===== src/rtl/mac_bias_accum_if.sv =====
// Handshake/data bundle between the MAC source and the ReLU-facing MAC stage.
interface mac_bias_accum_if #(
  parameter int DATA_WIDTH = 32,
  parameter int CNT_W      = 10
);
  logic                  start;
  logic [CNT_W-1:0]      num_terms;
  logic [DATA_WIDTH-1:0] bias;
  logic                  in_valid;
  logic [DATA_WIDTH-1:0] act_in;
  logic [DATA_WIDTH-1:0] wgt_in;
  logic                  in_ready;
  logic                  busy;
  logic [DATA_WIDTH-1:0] data_out;
  logic                  valid;
  logic                  sat;

  modport master (
    output start, num_terms, bias, in_valid, act_in, wgt_in,
    input  in_ready, busy, data_out, valid, sat
  );

  modport slave (
    input  start, num_terms, bias, in_valid, act_in, wgt_in,
    output in_ready, busy, data_out, valid, sat
  );
endinterface


===== src/rtl/mac_bias_accum.sv =====
// Per-pixel signed Q16.16 multiply-accumulate with bias add, round-half-up
// and saturation back to Q16.16. One valid pulse per result.
module mac_bias_accum #(
  parameter int INT_BITS   = 16,
  parameter int FRAC_BITS  = 16,
  parameter int DATA_WIDTH = INT_BITS + FRAC_BITS,
  parameter int CNT_W      = 10,
  parameter int ACC_W      = 2*DATA_WIDTH + CNT_W
) (
  input  logic               clk,
  input  logic               rst_n,
  mac_bias_accum_if.slave    io
);

  typedef enum logic [1:0] {IDLE, ACCUM, FINISH} state_t;

  localparam logic signed [ACC_W-1:0] HALF  =
    {{(ACC_W-FRAC_BITS){1'b0}}, 1'b1, {(FRAC_BITS-1){1'b0}}};
  localparam logic signed [ACC_W-1:0] MAX_R =
    {{(ACC_W-DATA_WIDTH+1){1'b0}}, {(DATA_WIDTH-1){1'b1}}};
  localparam logic signed [ACC_W-1:0] MIN_R =
    {{(ACC_W-DATA_WIDTH+1){1'b1}}, {(DATA_WIDTH-1){1'b0}}};

  state_t                    state, state_next;
  logic signed [ACC_W-1:0]   acc;
  logic [CNT_W-1:0]          cnt;
  logic [CNT_W-1:0]          n_lat;
  logic [DATA_WIDTH-1:0]     bias_lat;
  logic [DATA_WIDTH-1:0]     data_q;
  logic                      valid_q;
  logic                      sat_q;

  logic signed [2*DATA_WIDTH-1:0] prod;
  logic signed [ACC_W-1:0]   prod_ext;
  logic signed [ACC_W-1:0]   bias_ext;
  logic signed [ACC_W-1:0]   sum;
  logic signed [ACC_W-1:0]   rounded;
  logic signed [ACC_W-1:0]   r;
  logic [DATA_WIDTH-1:0]     clip_val;
  logic                      clip_flag;
  logic                      last_beat;

  // Product, bias alignment, rounding and clipping of the finished sum
  always_comb begin
    prod      = $signed(io.act_in) * $signed(io.wgt_in);
    prod_ext  = {{CNT_W{prod[2*DATA_WIDTH-1]}}, prod};
    bias_ext  = {{(ACC_W-DATA_WIDTH-FRAC_BITS){bias_lat[DATA_WIDTH-1]}},
                 bias_lat, {FRAC_BITS{1'b0}}};
    sum       = acc + bias_ext;
    rounded   = sum + HALF;
    r         = rounded >>> FRAC_BITS;
    clip_flag = 1'b0;
    clip_val  = r[DATA_WIDTH-1:0];
    if (r > MAX_R) begin
      clip_val  = MAX_R[DATA_WIDTH-1:0];
      clip_flag = 1'b1;
    end else if (r < MIN_R) begin
      clip_val  = MIN_R[DATA_WIDTH-1:0];
      clip_flag = 1'b1;
    end
    last_beat = (cnt == n_lat - CNT_W'(1));
  end

  // State register
  always_ff @(posedge clk or negedge rst_n) begin
    if (!rst_n) state <= IDLE;
    else        state <= state_next;
  end

  // Next-state decode
  always_comb begin
    state_next = state;
    case (state)
      IDLE:   if (io.start) state_next = (io.num_terms == '0) ? FINISH : ACCUM;
      ACCUM:  if (io.in_valid && last_beat) state_next = FINISH;
      FINISH: state_next = IDLE;
      default: state_next = IDLE;
    endcase
  end

  // Accumulator, term counter, latched parameters and result registers
  always_ff @(posedge clk or negedge rst_n) begin
    if (!rst_n) begin
      acc      <= '0;
      cnt      <= '0;
      n_lat    <= '0;
      bias_lat <= '0;
      data_q   <= '0;
      valid_q  <= 1'b0;
      sat_q    <= 1'b0;
    end else begin
      valid_q <= 1'b0;
      sat_q   <= 1'b0;
      case (state)
        IDLE: begin
          if (io.start) begin
            n_lat    <= io.num_terms;
            bias_lat <= io.bias;
            acc      <= '0;
            cnt      <= '0;
          end
        end
        ACCUM: begin
          if (io.in_valid) begin
            acc <= acc + prod_ext;
            cnt <= cnt + CNT_W'(1);
          end
        end
        FINISH: begin
          data_q  <= clip_val;
          valid_q <= 1'b1;
          sat_q   <= clip_flag;
        end
        default: ;
      endcase
    end
  end

  assign io.in_ready = (state == ACCUM);
  assign io.busy     = (state == ACCUM) || (state == FINISH);
  assign io.data_out = data_q;
  assign io.valid    = valid_q;
  assign io.sat      = sat_q;

endmodule


===== src/flat_wrapper.sv =====
// flat-port wrapper written by rule: the top's interface ports become plain ports
module mac_bias_accum_flat 
#(
  parameter int INT_BITS   = 16,
  parameter int FRAC_BITS  = 16,
  parameter int DATA_WIDTH = INT_BITS + FRAC_BITS,
  parameter int CNT_W      = 10,
  parameter int ACC_W      = 2*DATA_WIDTH + CNT_W
)
  (clk, rst_n, io_start, io_num_terms, io_bias, io_in_valid, io_act_in, io_wgt_in, io_in_ready, io_busy, io_data_out, io_valid, io_sat);
  mac_bias_accum_if #(.DATA_WIDTH(DATA_WIDTH), .CNT_W(CNT_W)) io_i ();
  input  logic clk;
  input  logic rst_n;
  input wire logic [$bits(io_i.start)-1:0] io_start;
  input wire logic [$bits(io_i.num_terms)-1:0] io_num_terms;
  input wire logic [$bits(io_i.bias)-1:0] io_bias;
  input wire logic [$bits(io_i.in_valid)-1:0] io_in_valid;
  input wire logic [$bits(io_i.act_in)-1:0] io_act_in;
  input wire logic [$bits(io_i.wgt_in)-1:0] io_wgt_in;
  output wire logic [$bits(io_i.in_ready)-1:0] io_in_ready;
  output wire logic [$bits(io_i.busy)-1:0] io_busy;
  output wire logic [$bits(io_i.data_out)-1:0] io_data_out;
  output wire logic [$bits(io_i.valid)-1:0] io_valid;
  output wire logic [$bits(io_i.sat)-1:0] io_sat;
  assign io_i.start = io_start;
  assign io_i.num_terms = io_num_terms;
  assign io_i.bias = io_bias;
  assign io_i.in_valid = io_in_valid;
  assign io_i.act_in = io_act_in;
  assign io_i.wgt_in = io_wgt_in;
  assign io_in_ready = io_i.in_ready;
  assign io_busy = io_i.busy;
  assign io_data_out = io_i.data_out;
  assign io_valid = io_i.valid;
  assign io_sat = io_i.sat;
  mac_bias_accum #(.INT_BITS(INT_BITS), .FRAC_BITS(FRAC_BITS), .DATA_WIDTH(DATA_WIDTH), .CNT_W(CNT_W), .ACC_W(ACC_W)) u_core (.clk(clk), .rst_n(rst_n), .io(io_i));
endmodule

===== config.mk =====
export PLATFORM = sky130hd
export DESIGN_NAME = mac_bias_accum_flat
export DESIGN_NICKNAME = d
export VERILOG_FILES = /design/src/rtl/mac_bias_accum_if.sv /design/src/rtl/mac_bias_accum.sv /design/src/flat_wrapper.sv
export SDC_FILE = /design/constraint.sdc
export NUM_CORES = 2
export LEC_CHECK = 0
export CORE_MARGIN = 2
export CORE_UTILIZATION = 55
export DETAILED_ROUTE_END_ITERATION = 16
export GPL_TIMING_DRIVEN = 1
export PLACE_DENSITY = 0.7
export SYNTH_ARGS = -nofsm -noshare
export SYNTH_HDL_FRONTEND = slang
export SYNTH_SLANG_ARGS = --single-unit
export TNS_END_PERCENT = 10

===== constraint.sdc =====
create_clock -name clk -period 14.9 [get_ports clk]
set_clock_uncertainty 0.2 [all_clocks]
set_input_delay 2.98 -clock clk [delete_from_list [all_inputs] [get_ports clk]]
set_output_delay 2.98 -clock clk [all_outputs]
set_load 0.05 [all_outputs]

## After elaboration in Yosys (flattened, before gate mapping)

Index checks and enable logic that the tools add are counted.

- $add $sub $neg: 5
- Multipliers: 1
- Magnitude comparators: 2
- Equal/unequal tests: 6
- Muxes and demuxes: 16
- Reduce and logical (&&, ||, !) cells: 8

Operators by type and width:

| kind | count |
|---|---|
| $mux W74 | 2 |
| $pmux W74 S2 | 1 |
| $add A74 B17 Y74 const B | 1 |
| $add A74 B48 Y74 | 1 |
| $add A74 B64 Y74 | 1 |
| $mul A32 B32 Y64 | 1 |
| $mux W32 | 2 |
| $gt A58 B32 Y1 const B | 1 |
| $lt A58 B32 Y1 const B | 1 |
| $mux W10 | 2 |
| $pmux W10 S2 | 1 |
| $add A10 B1 Y10 const B | 1 |
| $eq A10 B10 Y1 | 1 |
| $logic_not A10 Y1 | 1 |
| $sub A10 B1 Y10 const B | 1 |
| $mux W2 | 3 |
| $mux W1 | 4 |
| $ne A2 B2 Y1 const B | 2 |
| $pmux W2 S2 | 1 |
| $reduce_and A2 Y1 | 2 |
| $reduce_and A3 Y1 | 1 |
| $eq A2 B1 Y1 const B | 1 |
| $eq A2 B2 Y1 const B | 1 |
| $logic_not A2 Y1 | 1 |
| 4 further kinds | 4 |

- Register bits after elaboration: 162
- Input bits: 110
- Output and inout port bits: 36
- Word-level logic and storage cells: 46

## Longest topological paths before layout

- Depth after elaboration: 6
- Depth in mapped cells: 31
- Gate-level depth less buffers: 29

## Least setup slack after synthesis

OpenSTA, ideal clock, no wires.

- Path kind: input port to flip-flop
- Start: input port io_wgt_in[0]
- End: register u_core.acc[71]
- Setup time: 0.139 ns
- Data arrival time: 12.126 ns
- Data required time: 14.561 ns
- Slack: 2.435 ns
- Cell stages on the path: 26
- Buffers on the path: 1
- Cell sequence: clkbuf_1 -> nand2_1 -> fa_1 -> fa_1 -> inv_1 -> fa_1 -> fa_1 -> fa_1 -> fa_1 -> fa_1 -> inv_1 -> fa_1 -> inv_1 -> ha_1 -> a21oi_1 -> o21ai_0 -> a221o_1 -> o31a_1 -> nor3_1 -> a21oi_1 -> a21oi_1 -> o211ai_1 -> o41ai_1 -> o21ai_0 -> nor4_1 -> a211oi_1

- Cells in the longest elaborated chain, start to end: 4

RTL lines:

| element | line | text |
|---|---|---|
| from (decl) | flat_wrapper.sv:19 | `input wire logic [$bits(io_i.wgt_in)-1:0] io_wgt_in;` |
| $mul A32 B32 Y64 | mac_bias_accum.sv:45 | `prod = $signed(io.act_in) * $signed(io.wgt_in);` |
| $add A74 B64 Y74 | mac_bias_accum.sv:105 | `acc <= acc + prod_ext;` |
| $mux W74 | mac_bias_accum.sv:104 | `if (io.in_valid) begin` |
| $pmux W74 S2 | mac_bias_accum.sv:94 | `case (state)` |
| to (signal assigned) | mac_bias_accum.sv:105 |  |
| to (decl) | mac_bias_accum.sv:25 | `logic signed [ACC_W-1:0] acc;` |

Every way passes these cells. The select of a mux whose other input is x is not followed.
A chain may end at the register's enable or synchronous reset.

## Worst setup path in the final report

- Start: input port io_wgt_in[5]
- End: register u_core.acc[71]

Same word-level chain as after synthesis.

==> impl_metrics.json <==
{
  "ys.flop_type": "dfrtp_1",
  "cp.required_ns": 15.03,
  "multi_input_area_sq_mm": 0.0426,
  "rows": 113,
  "maxCapViolCount": 0,
  "synth_cell_types": 89,
  "cts_hold_buf": 0,
  "cts_made_buffers": 17,
  "cp-start-kind": "input pin",
  "place_hpwl_microns": 114000,
  "antenna_found_initial": 4,
  "synth_seq_cells": 162,
  "gp_congestion": 0.938,
  "wire_per_inst_microns": 19.4,
  "seqCellArea_sq_mm": 0.00405,
  "postCtsSetupBuffers": 0,
  "io_buffers": 145,
  "cts_root_buf": "clkbuf_16",
  "crit_top_cell": "fa_1",
  "worst-path-max-fanout": 27,
  "hp-class": "flip-flop to flip-flop",
  "worstSetupPathType": "input pin to flip-flop",
  "rsz0062_at_grt": "no",
  "die_w_microns": 314,
  "drive_gt1_frac": 0.0351,
  "syn_inst": 5671,
  "slew_headroom": 0.194,
  "min_period_ns": 13.11,
  "clkSlewWorstSetupHoldPaths_ns": 0.08,
  "syn_to_final_growth_pct": 5.77,
  "cpPeakStageDelay_ns": 1.25,
  "cts_tree": "built",
  "antenna_left": 0,
  "start_util": 0.555,
  "overflow": 0,
  "drc": 0,
  "drtPass1Iterations": 5,
  "grt_pass1_vias": 42700,
  "slowest_stage": "clkdlybuf4s50_1",
  "fin_tns_setup_ns": 0,
  "worst_pin_slew_ns": 1.21,
  "min_period_over_period": 0.880,
  "drt_iter0_drc": 2273,
  "grt_start_max_net_pins": 64,
  "slew_viol_final": 0,
  "synth-async-reset-ratio": 1.00,
  "hold_viol": 0,
  "ys_seq_area_frac": 0.0769,
  "synth_area_sq_mm": 0.0527,
  "avgSynthCellArea_sq_um": 9.30,
  "crit_path_end_kind": "flip-flop",
  "wl_microns": 134000,
  "status": "completed",
  "clk-insertion-delay-late_ns": 0.46,
  "clock.fmax_ghz": 0.0763,
  "io_pins": 146,
  "final_nets": 7348,
  "worstPathArrival_ns": 13.24,
  "die_h_microns": 314,
  "die_area_sq_mm": 0.0984,
  "clockBufferDepth": 2,
  "core-area_sq_mm": 0.0950,
  "synth-edff-count": 0,
  "via_per_inst": 5.54,
  "cts_resized": 0,
  "yosysWarnings": 0,
  "cts_max_level": 4,
  "via_count": 38300,
  "syn-num-nets": 7383,
  "grt_pass1_wl_microns": 224000,
  "grt_use_total": 0.288,
  "n_fill_cell": 8371,
  "setup_viol": 0,
  "clock_sinks": 162
}
[cell usage in the layout, fill, tap and decap left out, types with 41 or more instances in the layout]
master / n
o21ai_0: 137
a21o_1: 62
and2_1: 305
mux2_2: 44
fa_1: 1300
inv_1: 1350
nor2b_1: 41
a21oi_1: 143
ha_1: 301
clkdlybuf4s50_1: 133
nand2_1: 889
xnor2_1: 85
buf_4: 70
xor2_1: 56
nor2_1: 81
dfrtp_1: 162
[final timing paths]
path	startpoint	cells after the start	slack [ns]	endpoint
setup / recovery	io_wgt_in[5]	28	1.79	u_core.acc[71]
hold / removal	u_core.acc[10]	2	0.28	u_core.acc[10]
setup reg to reg	u_core.acc[28]	27	5.47	u_core.acc[71]
hold reg to reg	u_core.acc[10]	2	0.28	u_core.acc[10]
max in group asynchronous	rst_n	2	11.03	u_core.bias_lat[9]
min in group asynchronous	rst_n	1	2.26	u_core.io.valid
[area by class of cell]
cell class              instances  area share
clock inverters                12     0.00220
well taps                    1265      0.0284
flip-flops and latches        162      0.0727
diodes                          4    0.000179
multi-input cells            3886       0.763
repair buffers                215      0.0345
clock buffers                  20     0.00801
inverters                    1354      0.0911
[synth_stat cells, types with 7 or more instances]
master	count	share of area
a211o_1	8	0.0013
a211oi_1	18	0.0026
a21o_1	62	0.0088
a21oi_1	143	0.014
a221o_1	8	0.0015
a22o_1	8	0.0013
a31oi_1	14	0.0017
and2_1	305	0.036
and3_1	28	0.0033
and4_1	9	0.0015
buf_2	11	0.0010
clkbuf_1	246	0.018
dfrtp_1	162	0.077
fa_1	1301	0.49
ha_1	301	0.071
inv_1	1353	0.096
mux2_2	44	0.0094
nand2_1	891	0.063
nand2b_1	19	0.0023
nand3_1	39	0.0037
nand4_1	37	0.0044
nor2_1	82	0.0058
nor2b_1	41	0.0049
nor3_1	31	0.0029
nor4_1	11	0.0013
o211ai_1	15	0.0021
o21a_1	13	0.0019
o21ai_0	137	0.013
o21bai_1	21	0.0030
o221ai_1	7	0.0012
o311ai_1	20	0.0033
o311ai_2	7	0.0022
or3_1	9	0.0011
xnor2_1	85	0.014
xor2_1	56	0.0093
[flip-flops by register name (all words and copies together) (netlist names)]
register,cells
u_core.acc,74
u_core.bias_lat,32
u_core.cnt,10
u_core.io.data_out,32
u_core.io.sat,1
u_core.io.valid,1
u_core.n_lat,10
u_core.state,2
[worst max-delay path, delay by kind of cell]
family | cells | cell delay (ns)
buffers and inverters | 6 | 1.75
adders and majority gates | 9 | 5.11
and+or+nand+nor | 2 | 0.64
AOI/OAI and AO/OA | 11 | 2.74
[cells by family after synthesis]
logic type,Yosys count,synth area share
buffers and inverters,1623,0.117
xor gates and xnor gates,141,0.0234
AOI/OAI and AO/OA,568,0.0727
adders and majority gates,1602,0.565
and+or+nand+nor,1525,0.135
muxes,50,0.0105
DFF,162,0.0769
[layer usage]
layer	track usage	part of all wire	vias to the layer above
li1	-	-	16900
met1	0.348	0.37	19900
met2	0.521	0.53	1178
met3	0.0297	0.046	379
met4	0.132	0.052	0
met5	0	0	-
[through the flow]
step | hold WS, ns | cells | setup slack (ns) | util | area, sq um
after detailed placement | 0.271 | 6882 | 1.38 | 0.581 | 55200
after CTS | 0.288 | 6914 | 1.83 | 0.587 | 55800
after global placement | 0.263 | 6882 | 1.66 | 0.581 | 55200
after floorplan | 0.249 | 5671 | 2.44 | - | 52700
final | 0.282 | 6918 | 1.79 | 0.587 | 55800
after global routing | 0.332 | 6917 | 1.13 | 0.587 | 55800
Power is left out: the tool's default activity adds up to more than one toggle a clock period on the data nets, which glitch-free logic cannot reach.
